File: src/rtl/minmax_reduce_stream_if.sv
// Stream bus for the min/max reduction unit: a word stream in, one result out.
// The master side is the frame source plus the result sink; the slave side is the reducer.
interface minmax_reduce_stream_if #(
    parameter int WIDTH     = 8,
    parameter int CNT_WIDTH = 16
);
    logic                 mode;
    logic                 in_valid;
    logic                 in_ready;
    logic [WIDTH-1:0]     in_data;
    logic                 in_last;
    logic                 out_valid;
    logic                 out_ready;
    logic [WIDTH-1:0]     out_data;
    logic [CNT_WIDTH-1:0] out_index;
    logic [CNT_WIDTH-1:0] out_count;
    logic                 out_ovf;

    modport master (
        output mode, in_valid, in_data, in_last, out_ready,
        input  in_ready, out_valid, out_data, out_index, out_count, out_ovf
    );

    modport slave (
        input  mode, in_valid, in_data, in_last, out_ready,
        output in_ready, out_valid, out_data, out_index, out_count, out_ovf
    );
endinterface

File: src/rtl/minmax_reduce_stream.sv
// Streaming min/max reduction. One comparator, one word per cycle.
// A frame is folded into a running accumulator; on the last word the
// final value, its position and the frame length are held until taken.
module minmax_reduce_stream #(
    parameter int WIDTH     = 8,
    parameter int SIGNED    = 0,
    parameter int CNT_WIDTH = 16
) (
    input  logic                   clk,
    input  logic                   rst,
    minmax_reduce_stream_if.slave  bus
);

    typedef enum logic [1:0] {
        IDLE  = 2'd0,
        ACCUM = 2'd1,
        HOLD  = 2'd2
    } state_t;

    typedef struct packed {
        logic [WIDTH-1:0]     data;
        logic [CNT_WIDTH-1:0] idx;
        logic [CNT_WIDTH-1:0] cnt;
        logic                 ovf;
    } result_t;

    localparam logic [CNT_WIDTH-1:0] CNT_MAX = {CNT_WIDTH{1'b1}};
    localparam logic [CNT_WIDTH-1:0] CNT_ONE = CNT_WIDTH'(1);

    // Two's-complement order maps onto unsigned order by flipping the sign bit.
    function automatic logic [WIDTH-1:0] cmp_key(input logic [WIDTH-1:0] v);
        if (SIGNED != 0) return v ^ {1'b1, {(WIDTH-1){1'b0}}};
        else             return v;
    endfunction

    state_t           state;
    logic             rdy_q;
    logic             vld_q;
    logic             mode_q;
    result_t          acc_q;
    result_t          acc_nxt;
    result_t          res_q;
    logic             beat;
    logic             better;
    logic [WIDTH-1:0] key_in;
    logic [WIDTH-1:0] key_acc;

    // rdy_q mirrors the state (low only in HOLD) but is a register so it
    // also reads low through reset and the cycle that follows it.
    assign beat    = bus.in_valid & rdy_q;
    assign key_in  = cmp_key(bus.in_data);
    assign key_acc = cmp_key(acc_q.data);
    // Strict compare: ties keep the earlier element.
    assign better  = mode_q ? (key_in > key_acc) : (key_in < key_acc);

    // Next accumulator value for a beat accepted this cycle.
    always_comb begin
        acc_nxt = acc_q;
        if (state == IDLE) begin
            acc_nxt.data = bus.in_data;
            acc_nxt.idx  = '0;
            acc_nxt.cnt  = CNT_ONE;
            acc_nxt.ovf  = 1'b0;
        end else begin
            if (better) begin
                acc_nxt.data = bus.in_data;
                // cnt is this beat's position, already clamped once saturated.
                acc_nxt.idx  = acc_q.cnt;
            end
            if (acc_q.cnt == CNT_MAX) acc_nxt.ovf = 1'b1;
            else                      acc_nxt.cnt = acc_q.cnt + 1'b1;
        end
    end

    // Frame FSM with registered handshake and result outputs.
    always_ff @(posedge clk) begin
        if (rst) begin
            state  <= IDLE;
            rdy_q  <= 1'b0;
            vld_q  <= 1'b0;
            mode_q <= 1'b0;
            acc_q  <= '0;
            res_q  <= '0;
        end else begin
            case (state)
                IDLE: begin
                    rdy_q <= 1'b1;
                    if (beat) begin
                        acc_q  <= acc_nxt;
                        mode_q <= bus.mode;
                        if (bus.in_last) begin
                            res_q <= acc_nxt;
                            vld_q <= 1'b1;
                            rdy_q <= 1'b0;
                            state <= HOLD;
                        end else begin
                            state <= ACCUM;
                        end
                    end
                end
                ACCUM: begin
                    if (beat) begin
                        acc_q <= acc_nxt;
                        if (bus.in_last) begin
                            res_q <= acc_nxt;
                            vld_q <= 1'b1;
                            rdy_q <= 1'b0;
                            state <= HOLD;
                        end
                    end
                end
                HOLD: begin
                    if (bus.out_ready) begin
                        vld_q <= 1'b0;
                        rdy_q <= 1'b1;
                        state <= IDLE;
                    end
                end
                default: begin
                    vld_q <= 1'b0;
                    rdy_q <= 1'b0;
                    state <= IDLE;
                end
            endcase
        end
    end

    assign bus.in_ready  = rdy_q;
    assign bus.out_valid = vld_q;
    assign bus.out_data  = res_q.data;
    assign bus.out_index = res_q.idx;
    assign bus.out_count = res_q.cnt;
    assign bus.out_ovf   = res_q.ovf;

endmodule

File: src/flat_wrapper.sv
// flat-port wrapper written by rule: the top's interface ports become plain ports
module minmax_reduce_stream_flat 
#(
    parameter int WIDTH     = 8,
    parameter int SIGNED    = 0,
    parameter int CNT_WIDTH = 16
)
  (clk, rst, bus_mode, bus_in_valid, bus_in_data, bus_in_last, bus_out_ready, bus_in_ready, bus_out_valid, bus_out_data, bus_out_index, bus_out_count, bus_out_ovf);
  minmax_reduce_stream_if #(.WIDTH(WIDTH), .CNT_WIDTH(CNT_WIDTH)) bus_i ();
  input  logic clk;
  input  logic rst;
  input wire logic [$bits(bus_i.mode)-1:0] bus_mode;
  input wire logic [$bits(bus_i.in_valid)-1:0] bus_in_valid;
  input wire logic [$bits(bus_i.in_data)-1:0] bus_in_data;
  input wire logic [$bits(bus_i.in_last)-1:0] bus_in_last;
  input wire logic [$bits(bus_i.out_ready)-1:0] bus_out_ready;
  output wire logic [$bits(bus_i.in_ready)-1:0] bus_in_ready;
  output wire logic [$bits(bus_i.out_valid)-1:0] bus_out_valid;
  output wire logic [$bits(bus_i.out_data)-1:0] bus_out_data;
  output wire logic [$bits(bus_i.out_index)-1:0] bus_out_index;
  output wire logic [$bits(bus_i.out_count)-1:0] bus_out_count;
  output wire logic [$bits(bus_i.out_ovf)-1:0] bus_out_ovf;
  assign bus_i.mode = bus_mode;
  assign bus_i.in_valid = bus_in_valid;
  assign bus_i.in_data = bus_in_data;
  assign bus_i.in_last = bus_in_last;
  assign bus_i.out_ready = bus_out_ready;
  assign bus_in_ready = bus_i.in_ready;
  assign bus_out_valid = bus_i.out_valid;
  assign bus_out_data = bus_i.out_data;
  assign bus_out_index = bus_i.out_index;
  assign bus_out_count = bus_i.out_count;
  assign bus_out_ovf = bus_i.out_ovf;
  minmax_reduce_stream #(.WIDTH(WIDTH), .SIGNED(SIGNED), .CNT_WIDTH(CNT_WIDTH)) u_core (.clk(clk), .rst(rst), .bus(bus_i));
endmodule
File: config.mk
export PLATFORM = sky130hd
export DESIGN_NAME = minmax_reduce_stream_flat
export DESIGN_NICKNAME = d
export VERILOG_FILES = /design/src/rtl/minmax_reduce_stream_if.sv /design/src/rtl/minmax_reduce_stream.sv /design/src/flat_wrapper.sv
export SDC_FILE = /design/constraint.sdc
export NUM_CORES = 1
export LEC_CHECK = 0
export CAP_MARGIN = 40
export CORE_ASPECT_RATIO = 0.9
export CORE_MARGIN = 5
export CORE_UTILIZATION = 50
export CTS_BUF_LIST = sky130_fd_sc_hd__clkbuf_16
export CTS_CLUSTER_DIAMETER = 80
export DETAILED_ROUTE_END_ITERATION = 10
export PLACE_DENSITY = 0.82
export SKIP_LAST_GASP = 1
export SYNTH_ARGS = -nofsm -noshare
export SYNTH_HDL_FRONTEND = slang
export SYNTH_SLANG_ARGS = --single-unit
File: constraint.sdc
create_clock -name clk -period 2.3 [get_ports clk]
set_input_delay 0.575 -clock clk [delete_from_list [all_inputs] [get_ports clk]]
set_output_delay 0.575 -clock clk [all_outputs]
set_load 0.05 [all_outputs]
### Word level (Yosys, flattened, before mapping)

Index checks and enable logic that the tools add are counted.

| cells by class | value |
|---|---|
| add/sub/neg operators | 1 |
| reductions and logical operators | 8 |
| $mul | 0 |
| equality and inequality tests | 9 |
| order comparisons | 2 |
| shifts and indexed selects | 0 |
| divide/modulo/power cells | 0 |
| mux-type cells | 21 |
| bitwise gates (word level) | 1 |

Operators by type and width:

| operator | count |
|---|---|
| 2-to-1 mux 41 bit | 1 |
| 2-to-1 mux 24 bit | 1 |
| adder 16 x 1 -> 16 bit (second input constant) | 1 |
| == test 16 bit (second input constant) | 1 |
| 2-to-1 mux 16 bit | 1 |
| 2-to-1 mux 1 bit | 10 |
| 2-to-1 mux 2 bit | 5 |
| AND reduction 3 bit | 3 |
| greater-than comparator 8 bit | 1 |
| < comparator 8 bit | 1 |
| != test 2 x 1 -> 1 bit (second input constant) | 4 |
| one-hot mux 2 bit (3 select lines) | 1 |
| != test 2 bit (second input constant) | 2 |
| AND reduction 2 bit | 2 |
| AND reduction 4 bit | 1 |
| one-hot mux 1 bit (3 select lines) | 1 |
| == test 2 x 1 -> 1 bit (second input constant) | 1 |
| == test 2 bit (second input constant) | 1 |
| logical NOT 2 bit | 1 |
| one-hot mux 1 bit (2 select lines) | 1 |
| OR reduction 2 bit | 1 |
| bitwise AND 1 bit | 1 |

| storage, ports and cells | value |
|---|---|
| input bits | 14 |
| output and inout port bits | 43 |
| memories | 0 |
| bits in read-only memories | 0 |
| flip-flop bits (word level) | 87 |
| bits in latches | 0 |
| bits in writable memories | 0 |

### Logic depth before layout (Yosys ltp)

| logic depth | value |
|---|---|
| word-level depth | 4 |
| mapped depth | 11 |

### Least setup slack after synthesis

No wires, ideal clock.

| timing path | value |
|---|---|
| kind | input port to flip-flop |
| start point | input port bus_in_data[1] |
| end point | register u_core.acc_q[22] in the netlist's numbering |
| arrival time | 2.333 ns |
| buffers on the path | 2 |
| required time | 2.241 ns |
| stages on the path | 9 |
| setup slack | -0.092 ns |
| cells stage by stage | ha_1 -> nor2b_1 -> o211ai_1 -> a21oi_2 -> or3_1 -> buf_6 -> a211oi_4 -> buf_6 -> a22o_1 |

| on the way | value |
|---|---|
| longest elaborated chain between the ends | 4 |

Ends and longest elaborated chain:

| element | line | RTL |
|---|---|---|
| start, declared | flat_wrapper.sv:14 | `input wire logic [$bits(bus_i.in_data)-1:0] bus_in_data;` |
| < comparator 8 bit / greater-than comparator 8 bit (equally long branches) | minmax_reduce_stream.sv:54 | `assign better = mode_q ? (key_in > key_acc) : (key_in < key_acc);` |
| 2-to-1 mux 1 bit * | minmax_reduce_stream.sv:54 |  |
| 2-to-1 mux 24 bit * | minmax_reduce_stream.sv:65 | `if (better) begin` |
| 2-to-1 mux 41 bit * | minmax_reduce_stream.sv:59 | `if (state == IDLE) begin` |
| end signal, assigned | minmax_reduce_stream.sv:89 | `acc_q <= acc_nxt;` |
| end signal, assigned | minmax_reduce_stream.sv:103 | `acc_q <= acc_nxt;` |
| end, declared | minmax_reduce_stream.sv:40 | `result_t acc_q;` |

Every way passes the cells marked *; elsewhere a longest branch is shown, timed or not.
A chain may end at the register's enable or synchronous reset.

### Final worst setup path

| timing path | value |
|---|---|
| start point | input port bus_in_data[5] |
| end point | register u_core.acc_q[19] in the netlist's numbering |

The elaborated chain is that of the path after synthesis.

==> impl_metrics.yaml <==
power_and_ir_drop:
  combPwrFrac: 0.134
  ir_drop_v: 0.000434
  power_per_cell_area_nw_per_um2: 643
  swShare: 0.261
  p_seq_frac: 0.427
  internal-power_mw: 2.69
  power.leakage_nw: 2.03
  power.share.clock: 0.440
  p_switching_uw: 947
grt:
  antenna_found_initial: 0
  grt_pass1_wl_mm: 19.4
  grt_max_degree: 33
  grt_pass1_vias: 3944
  grt-ovfl-total: 0
  grt_usage: 0.225
clock_tree:
  insertion_delay_ns: 0.34
  cts.htree.levels: 3
  cts_sinks: 87
  cts_root_buffer: "clkbuf_16"
  clockBufferDepth: 2
  cts_tree: "yes"
  cts_buffers: 9
  clk_pin_slew_worst_paths_ns: 0.07
  postCtsHoldBufs: 0
route:
  drcViolationCount: 0
  postRouteAntennaNets: 0
  drt-wirelength-per-cell_um: 16.7
  drtIter0Drc: 349
  firstDrtPassIters: 5
  wl_mm: 11.6
  vias: 4058
  via_per_inst: 5.86
synth:
  yosys_warnings: 0
  synth_common_cells: "dfxtp_1 (87), nand2_1 (69), a21oi_1 (29)"
  synth_cell_types: 58
  synth-adder-area-share: 0.0264
  synthXorXnorAreaFrac: 0.0246
  ys_ff_latch: 87
  synth_mux_area_frac: 0.0235
  synth_flop_cell: "dfxtp_1"
  synth_top_family_by_area: "simple AND/OR/NAND/NOR gates"
  yosys.cell_count.top_type: "dfxtp_1"
  synthCells: 492
  synth_top_area_frac: 0.408
  synth_edf_count: 0
  syn_nets: 515
  synth-compound-area-share: 0.216
  ys_seq_area_frac: 0.408
  synth.area.top_cells: "dfxtp_1 (41%), nand2_1 (6.1%), o211ai_1 (4.6%)"
  async_flop_share: 0
  syn_area_per_cell_um2: 8.67
  synth_top_area_cell: "dfxtp_1"
  synthSimpleGateAreaFrac: 0.233
  syn_area_um2: 4270
floorplan:
  fp.dieW_um: 107
  die_area_um2: 10500
  die_h_um: 97.6
  initial_utilization: 0.505
  rows: 32
  io_pins: 57
  core_um2: 8450
layout:
  fin_util: 0.669
  fillers: 652
  antenna_cells: 0
  stdcell_area_um2: 5650
  drive_above_1_share: 0.178
  area_growth_pct: 32.5
  nets: 592
sta:
  fin_worst_skew_ns: 0.00820
  min_period_ns: 2.24
  min_period_over_period: 0.974
  relSlewSlack: 0.639
  hold_viol: 0
  final-max-slew-violation-count: 0
  worst_pin_slew_ns: 0.540
  setup_viol: 0
  timing.fmax_mhz: 446
  grt_setup_unrepaired: "false"
critical_path:
  reg2reg_depth: 12
  end_kind: "flip-flop"
  start_kind: "input port"
  cp_max_fo: 8
  worst-setup-path-type: "input port to flip-flop"
  critPathArrivalTime_ns: 2.47
  cp.required_ns: 2.53
min_path:
  hold_depth: 2
  hold_path_class: "flip-flop to flip-flop"
placed_design:
  placed_cell_area_um2: 5220
  gp_congestion: 0.869
  io_buffers: 56
  dp.final_hpwl_mm: 7.88
outcome:
  status: "finished, final reports clean"
run:
  max_cap_viol_count: 0
[cell type report]
class                           instances  area (um^2)  area share
Multi-Input combinational cell        349         2320       0.410
Sequential cell                        87         1740       0.308
Timing Repair Buffer                  112         1080       0.191
Clock buffer                            9          225      0.0398
Tap cell                              119          149      0.0263
Clock inverter                          7          100      0.0177
Inverter                               10         37.5     0.00664
[per-layer routing]
metal	up-vias	GRT usage	wire (um)
met1	1933	0.318	5380
li1	1950	-	-
met4	0	0.0738	178
met5	-	0	0
met3	18	0.0319	775
met2	157	0.351	5220
[placed cells by master, fill, tap and decap left out, types with 9 or more instances in the layout]
master	synthesis	routed
o211ai_1	26	26
mux2i_1	10	10
inv_1	10	9
nand2b_1	17	17
buf_4	1	46
o21ai_0	17	17
clkdlybuf4s50_1	0	47
nand4_1	20	20
a32oi_1	9	9
a21oi_1	29	26
dfxtp_1	87	86
nor2_1	21	21
a22o_1	17	17
nand3_1	17	17
nand2_1	69	69
clkbuf_16	0	9
[worst max-delay path, stage by stage]
cell           delay, ns
dlygate4sd2_1       0.28
ha_4                0.29
nand4_1             0.17
buf_4               0.20
o21a_1              0.20
o21ai_2             0.10
buf_12              0.14
a211oi_4            0.05
buf_6               0.15
buf_12              0.13
a22o_1              0.20
[registers in the layout, summed over array words and instances, names as in the netlist]
name,cells
u_core.key_acc,8
u_core.bus.out_data,8
u_core.bus.out_index,16
u_core.mode_q,1
u_core.state,2
u_core.acc_q,33
u_core.bus.in_ready,1
u_core.bus.out_valid,1
u_core.bus.out_count,16
u_core.bus.out_ovf,1
[worst paths after layout]
kind,slack (ns),to,from
worst max-delay path,0.06,u_core.acc_q[19],bus_in_data[5]
worst min-delay path,0.46,u_core.bus.out_count[3],u_core.bus.out_count[3]
worst max register to register,0.14,u_core.acc_q[19],u_core.key_acc[1]
worst min register to register,0.46,u_core.bus.out_count[3],u_core.bus.out_count[3]
[repair_timing]
action	in CTS	in global routing
buffers inserted	3	0
endpoints found under the setup margin	48	36
cloned	1	0
pin swaps	12	8
gates resized for setup	21	6
[cell families after synthesis]
kind of cell | after synthesis
adder cells (fa/ha/maj) | 9
multiplexers | 10
flip-flops | 87
AO/OA/AOI/OAI | 127
AND/OR/NAND/NOR | 191
XOR/XNOR | 12
buffers and inverters | 56
[power groups by stage]
stage | Clock, mW | Sequential, mW | Combinational [mW]
after global placement | 0 | 1.58 | 0.441
after CTS | 1.62 | 1.55 | 0.481
after floorplan | 0 | 1.62 | 0.237
after global routing | 1.68 | 1.55 | 0.516
final | 1.60 | 1.55 | 0.486
after detailed placement | 0 | 1.58 | 0.454
[metrics by stage]
stage	hold WS (ns)	setup slack (ns)	setup TNS (ns)	power (mW)	cells
2_1_floorplan	0.449	-0.0562	-1.17	1.85	492
3_3_place_gp	0.440	-0.562	-24.47	2.02	674
3_5_place_dp	0.446	-0.600	-25.82	2.04	674
4_1_cts	0.458	0.0300	0	3.65	694
5_1_grt	0.479	0.00193	0	3.76	693
6_report	0.455	0.0591	0	3.64	693
Note: power is estimated with default switching activity, not from simulation.
